==> config.mk <==
export PLATFORM = sky130hd
export DESIGN_NAME = frv_mem_arbiter
export DESIGN_NICKNAME = d
export VERILOG_FILES = /design/src/rtl/frv_mem_arb_pkg.sv /design/src/rtl/frv_mem_arbiter.sv
export SDC_FILE = /design/constraint.sdc
export NUM_CORES = 1
export LEC_CHECK = 0
export BUFFER_PORTS_ARGS = -buffer_cell sky130_fd_sc_hd__buf_4
export CORE_AREA = 2 2 122 124
export CTS_CLUSTER_DIAMETER = 200
export DETAILED_ROUTE_END_ITERATION = 12
export DIE_AREA = 0 0 124 126
export MAX_ROUTING_LAYER = met4
export PLACE_DENSITY = 0.52
export SETUP_SLACK_MARGIN = 0.3
export SLEW_MARGIN = 10
export SYNTH_ARGS = -nofsm -noshare
export SYNTH_HDL_FRONTEND = slang
export SYNTH_SLANG_ARGS = --single-unit
==> constraint.sdc <==
create_clock -name g_clk -period 2.78 [get_ports g_clk]
set_input_delay 0.417 -clock g_clk [delete_from_list [all_inputs] [get_ports g_clk]]
set_output_delay 0.417 -clock g_clk [all_outputs]
set_load 0.02 [all_outputs]
==> src/rtl/frv_mem_arb_pkg.sv <==
// Shared types for the fetch/data memory arbiter: FSM states and response owner.
package frv_mem_arb_pkg;

  typedef enum logic [1:0] {
    IDLE   = 2'd0,
    HOLD_I = 2'd1,
    HOLD_D = 2'd2
  } arb_state_t;

  typedef enum logic [1:0] {
    NONE = 2'd0,
    I    = 2'd1,
    D    = 2'd2
  } arb_owner_t;

endpackage

==> src/rtl/frv_mem_arbiter.sv <==
// Shares one req/gnt memory port between instruction fetch and load/store.
// Data side wins ties; fetch is guaranteed a grant after DMEM_BURST_MAX data grants.
module frv_mem_arbiter
  import frv_mem_arb_pkg::*;
#(
  parameter int XLEN           = 32,
  parameter int DMEM_BURST_MAX = 4
) (
  input  logic            g_clk,
  input  logic            g_resetn,

  input  logic            imem_req,
  input  logic            imem_wen,
  input  logic [3:0]      imem_strb,
  input  logic [XLEN-1:0] imem_wdata,
  input  logic [XLEN-1:0] imem_addr,
  output logic            imem_gnt,
  output logic            imem_error,
  output logic [XLEN-1:0] imem_rdata,

  input  logic            dmem_req,
  input  logic            dmem_wen,
  input  logic [3:0]      dmem_strb,
  input  logic [XLEN-1:0] dmem_wdata,
  input  logic [XLEN-1:0] dmem_addr,
  output logic            dmem_gnt,
  output logic            dmem_error,
  output logic [XLEN-1:0] dmem_rdata,

  output logic            mem_req,
  output logic            mem_wen,
  output logic [3:0]      mem_strb,
  output logic [XLEN-1:0] mem_wdata,
  output logic [XLEN-1:0] mem_addr,
  input  logic            mem_gnt,
  input  logic            mem_error,
  input  logic [XLEN-1:0] mem_rdata
);

  localparam logic [3:0] BURST_MAX = 4'(DMEM_BURST_MAX);

  arb_state_t r_state;
  arb_owner_t r_rsp_owner;
  logic [3:0] r_burst_cnt;

  arb_owner_t w_sel;
  logic       w_sel_i;

  // A held request keeps its selection; only IDLE re-arbitrates.
  always_comb begin
    w_sel = D;
    case (r_state)
      HOLD_I:  w_sel = I;
      HOLD_D:  w_sel = D;
      default: begin
        if (imem_req && (!dmem_req || (r_burst_cnt == BURST_MAX)))
          w_sel = I;
        else
          w_sel = D;
      end
    endcase
  end

  assign w_sel_i = (w_sel == I);

  assign mem_req   = w_sel_i ? imem_req   : dmem_req;
  assign mem_wen   = w_sel_i ? imem_wen   : dmem_wen;
  assign mem_strb  = w_sel_i ? imem_strb  : dmem_strb;
  assign mem_wdata = w_sel_i ? imem_wdata : dmem_wdata;
  assign mem_addr  = w_sel_i ? imem_addr  : dmem_addr;

  assign imem_gnt = mem_gnt &&  w_sel_i && imem_req;
  assign dmem_gnt = mem_gnt && !w_sel_i && dmem_req;

  assign imem_rdata = mem_rdata;
  assign dmem_rdata = mem_rdata;
  assign imem_error = mem_error && (r_rsp_owner == I);
  assign dmem_error = mem_error && (r_rsp_owner == D);

  always_ff @(posedge g_clk or negedge g_resetn) begin
    if (!g_resetn) begin
      r_state     <= IDLE;
      r_rsp_owner <= NONE;
      r_burst_cnt <= 4'd0;
    end else begin
      case (r_state)
        IDLE: begin
          if (mem_req && !mem_gnt)
            r_state <= w_sel_i ? HOLD_I : HOLD_D;
        end
        // A dropped request is a protocol violation; abandon the hold.
        HOLD_I: if (!imem_req || mem_gnt) r_state <= IDLE;
        HOLD_D: if (!dmem_req || mem_gnt) r_state <= IDLE;
        default: r_state <= IDLE;
      endcase

      if (imem_gnt)
        r_rsp_owner <= I;
      else if (dmem_gnt)
        r_rsp_owner <= D;
      else
        r_rsp_owner <= NONE;

      if (!imem_req || imem_gnt)
        r_burst_cnt <= 4'd0;
      else if (dmem_gnt && (r_burst_cnt != BURST_MAX))
        r_burst_cnt <= r_burst_cnt + 4'd1;
    end
  end

endmodule

==> results.yml <==
run_status:
  status: "completed"
layout:
  fin_util_pct: 28.5
  stdcell_count: 560
  finalNetCount: 559
  num_antenna_cells: 0
  final_common_cell: "buf_4"
  area_delta_synth_final_pct: 116
  drive_gt1_share_pct: 86.7
  final_cell_mix: "buf_4, buf_6, mux2_4"
global_route:
  grt_pass1_wl_mm: 12.1
  grt_antenna_before_repair: 0
  first_global_vias: 2170
  grt_max_degree: 21
  grt_util_all_layers_pct: 10.7
  grt_overflow: 0
cts:
  tritoncts: "built"
  cts_root_buffer: "clkbuf_16"
  insertion_delay_ns: 0.23
  cts.clk_slew.worst_paths_ns: 0.04
  cts_sinks: 8
  clockBufferDepth: 2
  cts.htree.levels: 1
  cts_inserted_buffers: 3
power:
  cell_internal_pwr_w: 0.00217
  comb_power_share_pct: 89.0
  switching_share_pct: 40.1
  leakagePower_nw: 2.05
  ir_worst_vdd_mv: 0.289
  switching_power_w: 0.00145
  powerDensity_nw_per_um2: 885
  power_frac_clock_pct: 6.7
  p_seq_share_pct: 4.3
die:
  initial_core_util_pct: 13.2
  ioPinCount: 314
  die_area_um2: 15600
  die_height_um: 126
  die_w_um: 124
  core_um2: 14300
  rows: 44
placement:
  port_buffers: 217
  place.detailed.instances: 532
  place.gp.congestion: 0.797
  place_hpwl_mm: 6.92
  dp_slack_ns: 0.156
logic_synthesis:
  synth_cell_types: 27
  synthCells: 201
  seq_area_frac_synth_pct: 10.6
  ys_ff_latch: 8
  synth_area_um2: 1890
  avgSynthCellArea_um2: 9.39
  syn_nets: 382
  synth_warnings: 0
timing:
  slew_viol_final: 0
  min_period_ns: 2.65
  clock_skew_ns: 0.00228
  finalSetupViolations: 0
  hold_viol: 0
  max_freq_mhz: 377
  finalCritPeriodShare_pct: 95.5
  worstMarginPinSlew_ns: 0.498
  slew_headroom_pct: 66.4
  setup_ws_ns: 0.126
  setup_tns_ns: 0
  rsz0062_at_grt: "yes"
worst_setup_path:
  cp-start-kind: "register"
  crit_buf_inv: 3
  max_stage_delay_ns: 0.41
  crit_start: "r_state[0]"
  required_ns: 2.36
  worstPathArrival_ns: 2.24
  path_class: "reg2out"
  worstPathMaxFanout: 20
  critPathSlowestCell: "mux2_2"
  cp_cell_sequence: "inv_2 -> ha_4 -> and3b_2 -> o32a_4 -> buf_12 -> mux2_2 -> buf_4"
  rr_startpoint: "r_state[0]"
  path_delay_family: "buffers and inverters"
  endpoint_kind: "output port"
hold_path:
  hp-class: "in2reg"
  hp-start: "mem_gnt"
detailed_routing:
  dr.pass1.iters: 4
  wl_per_cell_um: 17.1
  drc: 0
  ant_nets: 0
  wirelength_mm: 9.57
  drtIter0Drc: 59
  vias: 2169
  viasPerCell: 3.87
job:
  maxCapViolCount: 0
[cell usage after synthesis (all sizes together)]
cell type | n | area (um2)
a21bo | 1 | 10.0
a21oi | 1 | 5.00
a22oi | 1 | 7.51
a311o | 1 | 10.0
and3 | 1 | 6.26
and3b | 3 | 30.0
buf | 72 | 559
dfrtp | 8 | 200
ha | 5 | 62.6
inv | 7 | 26.3
mux2 | 69 | 777
mux2i | 2 | 20.0
nand2 | 3 | 11.3
nand2b | 1 | 6.26
nand3 | 1 | 5.00
nor2 | 9 | 33.8
nor2b | 1 | 6.26
nor3 | 4 | 20.0
nor4bb | 1 | 10.0
o2111a | 1 | 11.3
o21ai | 2 | 10.0
o22ai | 2 | 12.5
o32a | 3 | 30.0
o32ai | 1 | 8.76
xnor2 | 1 | 8.76
[per-layer routing]
layer | vias to the layer above | global-route usage, % | routed length (um)
li1 | 994 | - | -
met2 | 152 | 18.3 | 4850
met1 | 989 | 12.7 | 3670
met5 | - | - | 0
met4 | 0 | 3.44 | 263
met3 | 34 | 1.86 | 786
[registers in the layout, indices dropped and copies added, names as in the netlist]
name	count
r_rsp_owner	2
r_state	2
r_burst_cnt	4
[per-stage QoR]
stage	cell area, um2	hold slack (ns)	power, W
global placement	3230	0.241	0.00229
global route	4080	0.428	0.00382
floorplan	1890	0.121	0.00164
CTS	3660	0.421	0.00315
detailed placement	3230	0.244	0.00232
finish	4080	0.433	0.00361
[layout make-up]
class	count	area [um2]
clock buffers	3	75.1
fillers	1505	10200
inverters	7	26.3
multi-input cells	114	1320
flip-flops and latches	8	200
well taps	184	230
repair buffers	244	2230
[timing repair]
item / in CTS / in global routing
hold buffers: 1 / 0
hold endpoints to repair: 6 / 0
setup endpoints to repair: 71 / 70
buffers inserted: 13 / 3
gates cloned: 5 / 3
resized for setup: 27 / 86
pin swaps: 2 / 3
[worst paths after layout]
path                             endpoint  slack, ns  depth (start not counted)
setup / recovery            mem_wdata[28]       0.13                          7
hold / removal                 r_state[0]       0.43                          2
setup reg to reg               r_state[1]       0.55                          9
hold reg to reg            r_burst_cnt[3]       0.57                          2
max in group asynchronous      r_state[1]       2.10                          2
min in group asynchronous  r_burst_cnt[1]       0.55                          2
[power by group through the flow]
stage / sequential, W / combinational, W / clock [W]
2_1_floorplan: 0.000149 / 0.00149 / 0
3_3_place_gp: 0.000152 / 0.00213 / 0
3_5_place_dp: 0.000152 / 0.00216 / 0
4_1_cts: 0.000152 / 0.00275 / 0.000249
5_1_grt: 0.000157 / 0.00340 / 0.000255
6_report: 0.000155 / 0.00322 / 0.000243
[kinds of logic after synthesis]
logic type,after synthesis,share of synthesized area (%)
AOI/OAI and AO/OA,13,5.57
buffers and inverters,79,31.0
DFF,8,10.6
muxes,71,42.2
adders and majority gates,5,3.31
and+or+nand+nor,24,6.83
xor gates and xnor gates,1,0.464
No activity file was read; power rests on OpenSTA's default activity.
